### src/rtl/rv_test_monitor.sv
// Multi-hart test-completion monitor: arms on start, counts RUN cycles, and
// classifies each hart's result on ecall retire (pass/fail code) or by watchdog timeout.
module rv_test_monitor #(
  parameter int          NUM_HARTS      = 1,
  parameter int          XLEN           = 32,
  parameter int          TIMEOUT_CYCLES = 5000,
  parameter int unsigned PASS_VALUE     = 1,
  localparam int         CNT_W          = $clog2(TIMEOUT_CYCLES + 1)
) (
  input  logic                      clk,
  input  logic                      rst,
  input  logic [NUM_HARTS-1:0]      start,
  input  logic [NUM_HARTS-1:0]      ecall_valid,
  input  logic [NUM_HARTS*XLEN-1:0] gp_val,
  output logic [NUM_HARTS-1:0]      running,
  output logic [NUM_HARTS-1:0]      done,
  output logic [NUM_HARTS-1:0]      pass,
  output logic [NUM_HARTS-1:0]      timeout,
  output logic [NUM_HARTS-1:0]      done_pulse,
  output logic [NUM_HARTS*XLEN-1:0] fail_code,
  output logic [NUM_HARTS*CNT_W-1:0] cycles,
  output logic                      all_done,
  output logic                      all_pass
);

  typedef enum logic [2:0] {
    S_IDLE,
    S_RUN,
    S_PASS,
    S_FAIL,
    S_TIMEOUT
  } state_t;

  localparam logic [CNT_W-1:0] CNT_MAX  = CNT_W'(TIMEOUT_CYCLES);
  localparam logic [CNT_W-1:0] CNT_THR  = CNT_W'(TIMEOUT_CYCLES - 1);
  localparam logic [CNT_W-1:0] CNT_ONE  = CNT_W'(1);
  localparam logic [XLEN-1:0]  PASS_GP  = XLEN'(PASS_VALUE);

  genvar gi;
  generate
    for (gi = 0; gi < NUM_HARTS; gi++) begin : g_hart
      state_t            state_reg, state_next;
      logic [CNT_W-1:0]  cycles_reg, cycles_next;
      logic [XLEN-1:0]   fail_code_reg, fail_code_next;
      logic              pulse_reg, pulse_next;
      logic [XLEN-1:0]   gp;

      assign gp = gp_val[gi*XLEN +: XLEN];

      // Priority inside each state: start > ecall > timeout threshold.
      always_comb begin
        state_next     = state_reg;
        cycles_next    = cycles_reg;
        fail_code_next = fail_code_reg;
        pulse_next     = 1'b0;
        case (state_reg)
          S_IDLE: begin
            if (start[gi]) begin
              state_next     = S_RUN;
              cycles_next    = '0;
              fail_code_next = '0;
            end
          end
          S_RUN: begin
            if (start[gi]) begin
              cycles_next = '0;
            end else if (ecall_valid[gi]) begin
              // The ecall cycle itself is counted in the frozen total.
              cycles_next = (cycles_reg == CNT_MAX) ? CNT_MAX : cycles_reg + CNT_ONE;
              pulse_next  = 1'b1;
              if (gp == PASS_GP) begin
                state_next = S_PASS;
              end else begin
                state_next     = S_FAIL;
                fail_code_next = gp >> 1;
              end
            end else if (cycles_reg == CNT_THR) begin
              state_next  = S_TIMEOUT;
              cycles_next = CNT_MAX;
              pulse_next  = 1'b1;
            end else if (cycles_reg != CNT_MAX) begin
              cycles_next = cycles_reg + CNT_ONE;
            end
          end
          default: begin
            if (start[gi]) begin
              state_next     = S_RUN;
              cycles_next    = '0;
              fail_code_next = '0;
            end
          end
        endcase
      end

      always_ff @(posedge clk) begin
        if (rst) begin
          state_reg     <= S_IDLE;
          cycles_reg    <= '0;
          fail_code_reg <= '0;
          pulse_reg     <= 1'b0;
        end else begin
          state_reg     <= state_next;
          cycles_reg    <= cycles_next;
          fail_code_reg <= fail_code_next;
          pulse_reg     <= pulse_next;
        end
      end

      assign running[gi]    = (state_reg == S_RUN);
      assign pass[gi]       = (state_reg == S_PASS);
      assign timeout[gi]    = (state_reg == S_TIMEOUT);
      assign done[gi]       = (state_reg == S_PASS) || (state_reg == S_FAIL) ||
                              (state_reg == S_TIMEOUT);
      assign done_pulse[gi] = pulse_reg;
      assign fail_code[gi*XLEN +: XLEN]   = fail_code_reg;
      assign cycles[gi*CNT_W +: CNT_W]    = cycles_reg;
    end
  endgenerate

  assign all_done = &done;
  assign all_pass = &pass;

endmodule

### config.mk
export PLATFORM = sky130hd
export DESIGN_NAME = rv_test_monitor
export DESIGN_NICKNAME = d
export VERILOG_FILES = /design/src/rtl/rv_test_monitor.sv
export SDC_FILE = /design/constraint.sdc
export NUM_CORES = 1
export LEC_CHECK = 0
export BUFFER_PORTS_ARGS = -buffer_cell sky130_fd_sc_hd__buf_2
export CAP_MARGIN = 0
export CORE_MARGIN = 2
export CORE_UTILIZATION = 40
export CTS_BUF_LIST = sky130_fd_sc_hd__clkbuf_8
export DETAILED_ROUTE_END_ITERATION = 10
export PLACE_DENSITY_LB_ADDON = 0.2
export SLEW_MARGIN = 15
export SYNTH_ARGS = -nofsm -noshare
export SYNTH_HDL_FRONTEND = slang
export SYNTH_SLANG_ARGS = --single-unit
### constraint.sdc
create_clock -name clk -period 4.1 [get_ports clk]
set_clock_uncertainty 0.1 [all_clocks]
set_input_delay 0.82 -clock clk [delete_from_list [all_inputs] [get_ports clk]]
set_output_delay 0.82 -clock clk [all_outputs]
set_load 0.02 [all_outputs]
# ---- Yosys cells after proc, flatten, opt, wreduce, memory -nomap -nowiden
# Index checks and enable logic that the tools add are counted.
dict set report totals {
  ff_bits 49
  in_bits 36
  wordCells 46
}
dict set report classes {
  add_sub_neg 1
  eq_ne 10
  mux 20
  bitwise 1
  n_reduce_logical 10
}
# op count
set ops {}
lappend ops {{two-way mux 32 bit} 5}
lappend ops {{two-way mux 13 bit} 7}
lappend ops {{== test 32 x 1 -> 1 bit (second input constant)} 1}
lappend ops {{== test 13 bit (second input constant)} 2}
lappend ops {{two-way mux 3 bit} 5}
lappend ops {{adder 13 x 1 -> 13 bit (second input constant)} 1}
lappend ops {{!= test 13 bit (second input constant)} 1}
lappend ops {{== test 3 x 2 -> 1 bit (second input constant)} 2}
lappend ops {{!= test 2 bit (second input constant)} 2}
lappend ops {{AND reduction 4 bit} 1}
lappend ops {{nonzero test 2 bit} 2}
lappend ops {{nonzero test 4 bit} 1}
lappend ops {{== test 3 x 1 -> 1 bit (second input constant)} 1}
lappend ops {{== test 3 bit (second input constant)} 1}
lappend ops {{two-way mux 1 bit} 3}
lappend ops {{AND reduction 3 bit} 1}
lappend ops {{nonzero test 3 bit} 1}
lappend ops {{OR reduction 3 bit} 1}
lappend ops {{logical OR 1 bit} 2}
lappend ops {{AND reduction 2 bit} 1}
lappend ops {{NOT 1 bit} 1}

# ---- Depth between registers and ports, before layout
dict set report logic_depth {
  depth_word 6
  mapped_depth 10
}

# ---- Worst setup path after synthesis
# Ideal clock, no wire load.
dict set report synth_timing {
  path_kind {input -> register}
  from {input start}
  to {register g_hart[0].fail_code_reg[20], in the netlist fail_code[20]}
  setup_ns 0.117
  t_arrival_ns 2.497
  setup_slack_ns 1.386
  stages 9
  path_buffers 4
  cell_sequence {clkbuf_1 inv_1 ha_1 clkbuf_1 o211ai_2 and3b_1 buf_2 buf_4 a22o_1}
}
dict set report synth_between {
  elab_chain_len 2
  word_cells_on_any_way 5
  classes_between {eq/ne (2); reduce/logical (3)}
}
# item line_no
set synth_lines {}
lappend synth_lines {{from (decl)} 12} ;# input logic [NUM_HARTS-1:0] start,
lappend synth_lines {{!= test 2 bit (no line) or nonzero test 2 bit (tied branches)} -}
lappend synth_lines {{AND reduction 4 bit (no line) *} -}
lappend synth_lines {{to (signal assigned)} 104} ;# fail_code_reg <= fail_code_next;
lappend synth_lines {{to (decl)} 44} ;# logic [XLEN-1:0] fail_code_reg, fail_code_next;
# Every way passes the cells marked *; elsewhere a longest branch is shown, timed or not.
# A chain may end at the register's enable or synchronous reset.

# ---- Worst setup path after layout
dict set report layout_timing {
  from {input start}
  to {register g_hart[0].fail_code_reg[15], in the netlist fail_code[15]}
}
# Same word-level chain as after synthesis.

==> results.sh <==
export IMPL_run_status="completed"
export IMPL_grt_usage_pct=18.9
export IMPL_hp_class="reg2reg"
export IMPL_tns_ns=0
export IMPL_maxSlewHeadroom_pct=34.0
export IMPL_portBuffers=86
export IMPL_pin_count=88
export IMPL_post_drt_wl_per_cell_um=14.7
export IMPL_ant_nets=0
export IMPL_final_cell_mix="buf_2 (86), dfxtp_1 (48), a21oi_1 (30)"
export IMPL_synthCells=259
export IMPL_clock_sinks=48
export IMPL_cts_root_buffer="clkbuf_8"
export IMPL_syn2layout_area_growth_pct=21.8
export IMPL_start_util_pct=41.6
export IMPL_post_cts_buffers=0
export IMPL_placedInstanceArea_sq_um=2690
export IMPL_drtIter0Drc=134
export IMPL_clk_latency_ns=0.30
export IMPL_p_leak_nw=1.19
export IMPL_final_common_cell="buf_2"
export IMPL_h_tree_depth=2
export IMPL_design_area_sq_um=2810
export IMPL_cts_resized=0
export IMPL_fp_dieW_um=79.9
export IMPL_synth_cell_types=46
export IMPL_wl_um=5910
export IMPL_grt_pass1_wl_um=9630
export IMPL_drive_gt1_share_pct=32.5
export IMPL_core_sq_um=5540
export IMPL_cp_start_kind="input pin"
export IMPL_vias=2255
export IMPL_grt_pass1_vias=2013
export IMPL_final_nets=367
export IMPL_clkTransAtPathRegs_ns=0.10
export IMPL_grt_max_degree=33
export IMPL_place_gp_congestion=0.776
export IMPL_critical_path_class="in2reg"
export IMPL_whs_ns=0.373
export IMPL_fin_crit_sh_pct=71.5
export IMPL_cts_inserted_buffers=5
export IMPL_period_needed_ns=2.93
export IMPL_instances_no_fill=401
export IMPL_power_density_nw_per_um2=371
export IMPL_drv_cap=0
export IMPL_ctsHoldBuffers=0
export IMPL_slew_violations=0
export IMPL_dpl_hpwl_um=4230
export IMPL_crit_path_max_fanout=20
export IMPL_cp_end_kind="register"
export IMPL_synth_avg_cell_area_sq_um=8.89
export IMPL_synth_seq_cells=48
export IMPL_die_height_um=79.9
export IMPL_overflow=0
export IMPL_cts_tree="done"
export IMPL_peakVddDrop_mv=0.190
export IMPL_post_place_cells=393
export IMPL_drt_pass1_iterations=4
export IMPL_largest_reg_flops=31
export IMPL_setup_viol=0
export IMPL_worst_pin_slew_ns=0.985
export IMPL_fill_cells=561
export IMPL_antenna_found_initial=0
export IMPL_arrival_ns=3.04
export IMPL_timing_fmax_ghz=0.341
export IMPL_syn_nets=298
export IMPL_synth_ff_type="dfxtp_1"
export IMPL_placementRows=27
export IMPL_vias_per_cell=5.62
export IMPL_clockBufferDepth=2
export IMPL_async_flop_share_pct=0
export IMPL_synth_area_sq_um=2300
export IMPL_dieArea_sq_um=6380
export IMPL_rsz0062_at_grt="no"
export IMPL_finalPower_mw=1.04
export IMPL_diodes=0
export IMPL_drcViolationCount=0
export IMPL_synth_seq_area_share_pct=41.7
export IMPL_worstPathRequired_ns=4.20
export IMPL_synth_edff_count=0
export IMPL_yosysWarningCount=0
export IMPL_hold_violations=0
logic make-up (layout without fill, tap and decap cells):
family / Yosys count / count (layout) / share of synthesized area (%)
and+or+nand+nor: 94 / 94 / 24.0
adders and majority gates: 3 / 3 / 1.63
DFF: 48 / 48 / 41.7
AOI/OAI and AO/OA: 83 / 83 / 25.7
other: 1 / 1 / 0.163
buffers and inverters: 30 / 100 / 6.79
report_power, final:
| group | leakage (nW) | switching (mW) | internal, mW | total, mW |
|---|---|---|---|---|
| logic | 0.739 | 0.129 | 0.0605 | 0.189 |
| registers | 0.388 | 0.0114 | 0.485 | 0.496 |
| clock network | 0.0583 | 0.171 | 0.184 | 0.355 |
worst paths after layout:
kind | startpoint | endpoint | slack [ns] | cells after the start
setup / recovery | start | fail_code[15] | 1.17 | 6
hold / removal | fail_code[1] | fail_code[1] | 0.37 | 2
setup reg to reg | g_hart[0].state_reg[0] | fail_code[15] | 1.27 | 5
hold reg to reg | fail_code[1] | fail_code[1] | 0.37 | 2
synthesized netlist by cell type (3+ instances only):
cell	instances	share of area [%]
nor4_1	7	1.9
nand4b_1	5	1.9
o2111ai_1	13	4.9
nand2_1	14	2.3
a21oi_1	30	6.5
a22o_1	18	6.8
nor3_1	7	1.5
ha_1	3	1.6
o21ai_1	5	1.1
nand3_1	20	4.3
nor2_1	16	2.6
o21ai_0	4	0.87
nor3_2	4	1.7
dfxtp_1	48	42
buf_4	5	1.6
buf_6	3	1.5
inv_1	5	0.81
nand4_1	4	1.1
clkbuf_1	14	2.3
a31oi_1	3	0.81
routing by layer:
layer  wire length (um)  share of wire [%]  track usage [%]
met5                  0                  0                0
met1               2870                 49             26.4
met2               2610                 44             28.0
met4                 87                1.5             5.59
met3                338                5.7             5.43
critical path, stage by stage:
cell and delay (ns):
buf_2 0.28, inv_1 0.10, ha_1 0.63, nand2_1 0.41, and3b_1 0.51, a22o_1 0.27
stage by stage:
stage | setup WS, ns | utilization, %
2_1_floorplan | 1.39 | -
3_3_place_gp | 0.929 | 48.6
3_5_place_dp | 0.876 | 48.6
4_1_cts | 1.20 | 50.7
5_1_grt | 0.969 | 50.7
6_report | 1.17 | 50.7
cell type report:
class                   count  area (sq um)  area share (%)
well taps                  72          90.1            3.21
clock buffers               5          68.8            2.45
repair buffers             86           430            15.3
flip-flops and latches     48           961            34.2
clock inverters             3          47.5            1.69
multi-input cells         181          1190            42.3
inverters                   6          22.5           0.802
No activity file was read; power rests on OpenSTA's default activity.
